`src/rtl/fft_butterfly_pipe_if.sv`:
```
// ============================================================================
// Module   : fft_butterfly_pipe_if
// Brief    : Operand/result handshakes and twiddle lookup for the butterfly.
// Revision : 1.0 - initial release
// ============================================================================
`default_nettype none

interface fft_butterfly_pipe_if #(
    parameter int DATA_W = 16,
    parameter int TW_W   = 9
);
    logic                     in_valid;
    logic                     in_ready;
    logic signed [DATA_W-1:0] in_a_re;
    logic signed [DATA_W-1:0] in_a_im;
    logic signed [DATA_W-1:0] in_b_re;
    logic signed [DATA_W-1:0] in_b_im;
    logic        [4:0]        in_k;
    logic        [5:0]        tw_select;
    logic signed [TW_W-1:0]   tw_re;
    logic signed [TW_W-1:0]   tw_im;
    logic                     out_valid;
    logic                     out_ready;
    logic signed [DATA_W+1:0] out_a_re;
    logic signed [DATA_W+1:0] out_a_im;
    logic signed [DATA_W+1:0] out_b_re;
    logic signed [DATA_W+1:0] out_b_im;

    modport slave (
        input  in_valid, in_a_re, in_a_im, in_b_re, in_b_im, in_k,
        input  tw_re, tw_im, out_ready,
        output in_ready, tw_select,
        output out_valid, out_a_re, out_a_im, out_b_re, out_b_im
    );

    modport master (
        output in_valid, in_a_re, in_a_im, in_b_re, in_b_im, in_k,
        output tw_re, tw_im, out_ready,
        input  in_ready, tw_select,
        input  out_valid, out_a_re, out_a_im, out_b_re, out_b_im
    );
endinterface

`default_nettype wire

```
`src/rtl/fft_butterfly_pipe.sv`:
```
// ============================================================================
// Module   : fft_butterfly_pipe
// Brief    : 3-stage radix-2 DIT butterfly, A' = A + B*W, B' = A - B*W.
//            Define BFLY_SCALE_EN to halve both results (round-half-up).
// Revision : 1.0 - initial release
// ============================================================================
`default_nettype none

module fft_butterfly_pipe #(
    parameter int DATA_W  = 16,
    parameter int TW_W    = 9,
    parameter int TW_FRAC = 8
) (
    input  wire logic             clk,
    input  wire logic             rst_n,
    fft_butterfly_pipe_if.slave   bus
);
    localparam int PROD_W = DATA_W + TW_W;
    localparam int SUM_W  = PROD_W + 1;
    localparam int OUT_W  = DATA_W + 2;
    localparam logic signed [SUM_W-1:0] c_rnd = SUM_W'(1) <<< (TW_FRAC - 1);

    function automatic logic signed [OUT_W-1:0] f_scale(input logic signed [OUT_W-1:0] x);
`ifdef BFLY_SCALE_EN
        logic signed [OUT_W:0] w_tmp;
        w_tmp = (OUT_W+1)'(x) + (OUT_W+1)'(1);
        return OUT_W'(w_tmp >>> 1);
`else
        return x;
`endif
    endfunction

    // S0
    logic                     v0_q;
    logic signed [DATA_W-1:0] a_re_s0_q, a_im_s0_q, b_re_s0_q, b_im_s0_q;
    logic        [4:0]        k_s0_q;
    // S1
    logic                     v1_q;
    logic signed [DATA_W-1:0] a_re_s1_q, a_im_s1_q;
    logic signed [PROD_W-1:0] p_rr_q, p_ii_q, p_ri_q, p_ir_q;
    // S2 (output registers)
    logic                     out_valid_q;
    logic signed [OUT_W-1:0]  out_a_re_q, out_a_im_q, out_b_re_q, out_b_im_q;
    logic signed [OUT_W-1:0]  out_a_re_d, out_a_im_d, out_b_re_d, out_b_im_d;

    logic                     w_adv;
    logic signed [SUM_W-1:0]  w_sum_re, w_sum_im;
    logic signed [OUT_W-1:0]  w_t_re, w_t_im, w_a_re, w_a_im;

    assign w_adv         = !out_valid_q || bus.out_ready;
    assign bus.in_ready  = w_adv;
    // Twiddle mux is combinational, so products are formed the cycle after accept.
    assign bus.tw_select = {1'b0, k_s0_q};
    assign bus.out_valid = out_valid_q;
    assign bus.out_a_re  = out_a_re_q;
    assign bus.out_a_im  = out_a_im_q;
    assign bus.out_b_re  = out_b_re_q;
    assign bus.out_b_im  = out_b_im_q;

    always_comb begin
        w_sum_re   = SUM_W'(p_rr_q) - SUM_W'(p_ii_q) + c_rnd;
        w_sum_im   = SUM_W'(p_ri_q) + SUM_W'(p_ir_q) + c_rnd;
        w_t_re     = OUT_W'(w_sum_re >>> TW_FRAC);
        w_t_im     = OUT_W'(w_sum_im >>> TW_FRAC);
        w_a_re     = OUT_W'(a_re_s1_q);
        w_a_im     = OUT_W'(a_im_s1_q);
        out_a_re_d = f_scale(w_a_re + w_t_re);
        out_a_im_d = f_scale(w_a_im + w_t_im);
        out_b_re_d = f_scale(w_a_re - w_t_re);
        out_b_im_d = f_scale(w_a_im - w_t_im);
    end

    always_ff @(posedge clk or negedge rst_n) begin
        if (!rst_n) begin
            v0_q        <= 1'b0;
            a_re_s0_q   <= '0;
            a_im_s0_q   <= '0;
            b_re_s0_q   <= '0;
            b_im_s0_q   <= '0;
            k_s0_q      <= '0;
            v1_q        <= 1'b0;
            a_re_s1_q   <= '0;
            a_im_s1_q   <= '0;
            p_rr_q      <= '0;
            p_ii_q      <= '0;
            p_ri_q      <= '0;
            p_ir_q      <= '0;
            out_valid_q <= 1'b0;
            out_a_re_q  <= '0;
            out_a_im_q  <= '0;
            out_b_re_q  <= '0;
            out_b_im_q  <= '0;
        end else if (w_adv) begin
            v0_q <= bus.in_valid;
            if (bus.in_valid) begin
                a_re_s0_q <= bus.in_a_re;
                a_im_s0_q <= bus.in_a_im;
                b_re_s0_q <= bus.in_b_re;
                b_im_s0_q <= bus.in_b_im;
                k_s0_q    <= bus.in_k;
            end
            v1_q <= v0_q;
            if (v0_q) begin
                a_re_s1_q <= a_re_s0_q;
                a_im_s1_q <= a_im_s0_q;
                p_rr_q    <= PROD_W'(b_re_s0_q) * PROD_W'(bus.tw_re);
                p_ii_q    <= PROD_W'(b_im_s0_q) * PROD_W'(bus.tw_im);
                p_ri_q    <= PROD_W'(b_re_s0_q) * PROD_W'(bus.tw_im);
                p_ir_q    <= PROD_W'(b_im_s0_q) * PROD_W'(bus.tw_re);
            end
            out_valid_q <= v1_q;
            if (v1_q) begin
                out_a_re_q <= out_a_re_d;
                out_a_im_q <= out_a_im_d;
                out_b_re_q <= out_b_re_d;
                out_b_im_q <= out_b_im_d;
            end
        end
    end
endmodule

`default_nettype wire

```
`src/flat_wrapper.sv`:
```
// flat-port wrapper written by rule: the top's interface ports become plain ports
module fft_butterfly_pipe_flat 
#(
    parameter int DATA_W  = 16,
    parameter int TW_W    = 9,
    parameter int TW_FRAC = 8
)
  (clk, rst_n, bus_in_valid, bus_in_a_re, bus_in_a_im, bus_in_b_re, bus_in_b_im, bus_in_k, bus_tw_re, bus_tw_im, bus_out_ready, bus_in_ready, bus_tw_select, bus_out_valid, bus_out_a_re, bus_out_a_im, bus_out_b_re, bus_out_b_im);
  fft_butterfly_pipe_if #(.DATA_W(DATA_W), .TW_W(TW_W)) bus_i ();
  input  wire logic clk;
  input  wire logic rst_n;
  input wire logic [$bits(bus_i.in_valid)-1:0] bus_in_valid;
  input wire logic [$bits(bus_i.in_a_re)-1:0] bus_in_a_re;
  input wire logic [$bits(bus_i.in_a_im)-1:0] bus_in_a_im;
  input wire logic [$bits(bus_i.in_b_re)-1:0] bus_in_b_re;
  input wire logic [$bits(bus_i.in_b_im)-1:0] bus_in_b_im;
  input wire logic [$bits(bus_i.in_k)-1:0] bus_in_k;
  input wire logic [$bits(bus_i.tw_re)-1:0] bus_tw_re;
  input wire logic [$bits(bus_i.tw_im)-1:0] bus_tw_im;
  input wire logic [$bits(bus_i.out_ready)-1:0] bus_out_ready;
  output wire logic [$bits(bus_i.in_ready)-1:0] bus_in_ready;
  output wire logic [$bits(bus_i.tw_select)-1:0] bus_tw_select;
  output wire logic [$bits(bus_i.out_valid)-1:0] bus_out_valid;
  output wire logic [$bits(bus_i.out_a_re)-1:0] bus_out_a_re;
  output wire logic [$bits(bus_i.out_a_im)-1:0] bus_out_a_im;
  output wire logic [$bits(bus_i.out_b_re)-1:0] bus_out_b_re;
  output wire logic [$bits(bus_i.out_b_im)-1:0] bus_out_b_im;
  assign bus_i.in_valid = bus_in_valid;
  assign bus_i.in_a_re = bus_in_a_re;
  assign bus_i.in_a_im = bus_in_a_im;
  assign bus_i.in_b_re = bus_in_b_re;
  assign bus_i.in_b_im = bus_in_b_im;
  assign bus_i.in_k = bus_in_k;
  assign bus_i.tw_re = bus_tw_re;
  assign bus_i.tw_im = bus_tw_im;
  assign bus_i.out_ready = bus_out_ready;
  assign bus_in_ready = bus_i.in_ready;
  assign bus_tw_select = bus_i.tw_select;
  assign bus_out_valid = bus_i.out_valid;
  assign bus_out_a_re = bus_i.out_a_re;
  assign bus_out_a_im = bus_i.out_a_im;
  assign bus_out_b_re = bus_i.out_b_re;
  assign bus_out_b_im = bus_i.out_b_im;
  fft_butterfly_pipe #(.DATA_W(DATA_W), .TW_W(TW_W), .TW_FRAC(TW_FRAC)) u_core (.clk(clk), .rst_n(rst_n), .bus(bus_i));
endmodule
```
`config.mk`:
```
export PLATFORM = sky130hd
export DESIGN_NAME = fft_butterfly_pipe_flat
export DESIGN_NICKNAME = d
export VERILOG_FILES = /design/src/rtl/fft_butterfly_pipe_if.sv /design/src/rtl/fft_butterfly_pipe.sv /design/src/flat_wrapper.sv
export SDC_FILE = /design/constraint.sdc
export NUM_CORES = 2
export LEC_CHECK = 0
export BUFFER_PORTS_ARGS = -buffer_cell sky130_fd_sc_hd__buf_2
export CORE_MARGIN = 4
export CORE_UTILIZATION = 50
export CTS_BUF_LIST = sky130_fd_sc_hd__clkbuf_8 sky130_fd_sc_hd__clkbuf_16
export DETAILED_ROUTE_END_ITERATION = 8
export GPL_ROUTABILITY_DRIVEN = 0
export HOLD_SLACK_MARGIN = 0.12
export PLACE_DENSITY = 0.67
export SYNTH_ARGS = -nofsm -noshare
export SYNTH_HDL_FRONTEND = slang
export SYNTH_SLANG_ARGS = --single-unit
```
`constraint.sdc`:
```
create_clock -name clk -period 7.6 [get_ports clk]
set_clock_uncertainty 0.1 [all_clocks]
set_input_delay 1.9 -clock clk [delete_from_list [all_inputs] [get_ports clk]]
set_output_delay 1.9 -clock clk [all_outputs]
set_load 0.02 [all_outputs]
```
==> impl_metrics.csv <==
group,metric,value,unit
synth,synthesis.nets,4524,
floorplan,design.portCount,171,
placement,detailed_place_hpwl,64600,um
grt,grt_overflow,0,
route,antenna_left,0,
route,via_count,24300,
layout,post-route-util,55.2,%
worst_setup_path,critPathCaptureType,"register",
layout,combined_area_of_the_multi_input_logic_cells,0.0251,mm^2
grt,initial_antenna_violation_count,5,
cts,clk_transition_reported_paths,0.06,ns
synth,dominant_cells_by_area_after_synthesis,"fa_1, dfrtp_1, ha_1, inv_1, nand2_1",
grt,maximum_number_of_pins_on_one_net_before_global_route_repair,159,
floorplan,std_cell_rows,95,
synth,synth_top_area_share,27.9,%
layout,area.growth.synth_to_final,8.60,%
route,routed_wl,81800,um
layout,final_cell_mix,"inv_1, fa_1, nand2_1",
sta,finalSetupViolations,0,
synth,yosys_warnings,0,
synth,synth_top_cell_by_area,"fa_1",
grt,grt_util_all_layers,23.0,%
route,drt-wirelength-per-cell,17.9,um
floorplan,dieHeight,271,um
layout,final_common_cell,"inv_1",
sta,finalSetupTns,0,ns
cts,clock_tree.buffer_depth,3,
sta,unrepaired_setup_endpoints_after_global_routing,"no",
worst_setup_path,critical_path_arrival,7.32,ns
floorplan,die_width,271,um
floorplan,initial_utilization,50.9,%
cts,cts-buffers-inserted,36,
sta,headroom_to_the_max_slew_limit,39.2,%
placement,port_buffers,169,
sta,setup_ws,0.614,ns
synth,synth_enable_flop_cells,0,
placement,place_worst_setup_slack,0.0831,ns
cts,ctsRootBufferMaster,"clkbuf_16",
worst_setup_path,timing.critical_path.required,7.93,ns
grt,number_of_global_route_vias_before_repair,25100,
synth,synthCells,3582,
sta,hold_viol,0,
cts,cts.htree.levels,2,
synth,mappedNetlistArea,0.0345,mm^2
route,dr.pass1.iters,5,
synth,async_flop_share,100,%
sta,finalCriticalPeriod,6.99,ns
worst_setup_path,worstSetupStartpointType,"input pin",
job,cap_violations,0,
synth,ys_seq_elements,274,
route,route.detailed.drc,0,
cts,cts_tree,"done",
synth,seq_area_frac_synth,19.9,%
sta,layout_worst_path_cycle_share,91.9,%
synth,synth_ff_type,"dfrtp_1",
hold_path,holdCritPathClass,"reg -> reg",
layout,layout-drive-gt1-share,12.0,%
route,route.detailed.vias_per_inst,5.33,
layout,register_area,0.00686,mm^2
grt,grt_first_pass_wirelength,135000,um
layout,filler_cell_count,6039,
cts,number_of_setup_buffers_added_after_cts,0,
sta,fmax,143,MHz
cts,cts_repair_resize_count,0,
run_status,status,"finished, final reports clean",
layout,nNetsFinal,4613,
cts,clkSinkCount,274,
cts,cts_hold_buffers,0,
worst_setup_path,critical_path.max_fanout,12,
sta,maxSlewViolCount,0,
floorplan,die_area,0.0732,mm^2
sta,worstMarginPinSlew,0.912,ns
synth,postSynthAreaPerCell,9.62,um^2
synth,library_cells_used_by_synthesis,65,
worst_setup_path,critPathKind,"in -> reg",
floorplan,floorplan.core_area,0.0678,mm^2
route,detail_route.iter0.violations,1458,
cts,source_to_sink_clock_delay_at_the_later_pin_of_the_worst_skew_pair,0.57,ns
kinds of logic after synthesis:
family / count (synthesis) / synth area share [%]
compound gates: 476 / 8.53
xor+xnor: 192 / 4.88
fa+ha+maj: 851 / 41.4
buf+inv: 680 / 7.45
flops: 274 / 19.9
mux: 136 / 4.44
other cells: 1 / 0.0109
simple gates: 972 / 13.4
metrics by stage:
| stage | hold WS (ns) | std cells | area [um^2] |
|---|---|---|---|
| global route | 0.388 | 4567 | 37400 |
| finish | 0.372 | 4569 | 37400 |
| global placement | 0.356 | 4506 | 36300 |
| CTS | 0.378 | 4567 | 37400 |
| detailed placement | 0.365 | 4506 | 36300 |
| floorplan | 0.336 | 3582 | 34500 |
worst paths after layout:
check | start | endpoint | slack, ns | cells past startpoint
max | bus_tw_re[1] | u_core.p_ir_q[23] | 0.61 | 19
max reg2reg | u_core.b_im_s0_q[4] | u_core.p_ii_q[23] | 1.24 | 21
min | u_core.bus.out_a_im[5] | u_core.bus.out_a_im[5] | 0.37 | 2
min reg2reg | u_core.bus.out_a_im[5] | u_core.bus.out_a_im[5] | 0.37 | 2
max in group asynchronous | rst_n | u_core.b_re_s0_q[2] | 4.88 | 2
min in group asynchronous | rst_n | u_core.bus.out_a_re[15] | 1.21 | 1
layer usage:
layer	track usage, %	up-vias	share of wire, %
li1	-	11500	-
met1	32.5	12100	45
met2	35.9	626	45
met4	6.47	2	2.7
met3	5.27	110	7.0
met5	0	-	0.016
worst max-delay path: stages:
cell and delay (ns):
buf_2 0.23, buf_4 0.23, nand2_1 0.09, fa_1 0.54, inv_1 0.06, fa_1 0.48, fa_1 0.57, fa_1 0.43
fa_1 0.44, ha_1 0.32, a21oi_1 0.22, o21bai_1 0.13, a2111o_1 0.47, nand3_1 0.12, a41oi_1 0.18, or4_1 0.44
a31oi_1 0.21, xor2_1 0.18, o21ai_1 0.07
registers in the layout (all words and copies together) (netlist names), 16 cells and up:
register             cells
u_core.p_ri_q           25
u_core.b_im_s0_q        16
u_core.b_re_s0_q        16
u_core.a_re_s1_q        16
u_core.bus.out_a_im     17
u_core.p_ir_q           25
u_core.a_im_s0_q        16
u_core.p_rr_q           25
u_core.p_ii_q           25
u_core.bus.out_a_re     17
u_core.a_re_s0_q        16
u_core.a_im_s1_q        16
u_core.bus.out_b_im     18
u_core.bus.out_b_re     18
synthesized netlist by cell type, types with 114 or more instances:
master and instances:
a21oi_1 114, and2_1 258, clkbuf_1 163, dfrtp_1 274, fa_1 480, ha_1 371, inv_1 499, mux2_2 134
nand2_1 436, nor2_1 137, o21ai_0 171, xnor2_1 130
cell type report:
cell class	instances	area share (%)
multi-input combinational	2628	67.0
inverter	500	5.02
tap	873	2.92
antenna	2	0.0134
clock inverter	19	0.441
clock buffer	42	2.63
sequential	274	18.3
timing repair buffer	231	3.70
Power is left out: the tool's default activity adds up to more than one toggle a clock period on the data nets, which glitch-free logic cannot reach.
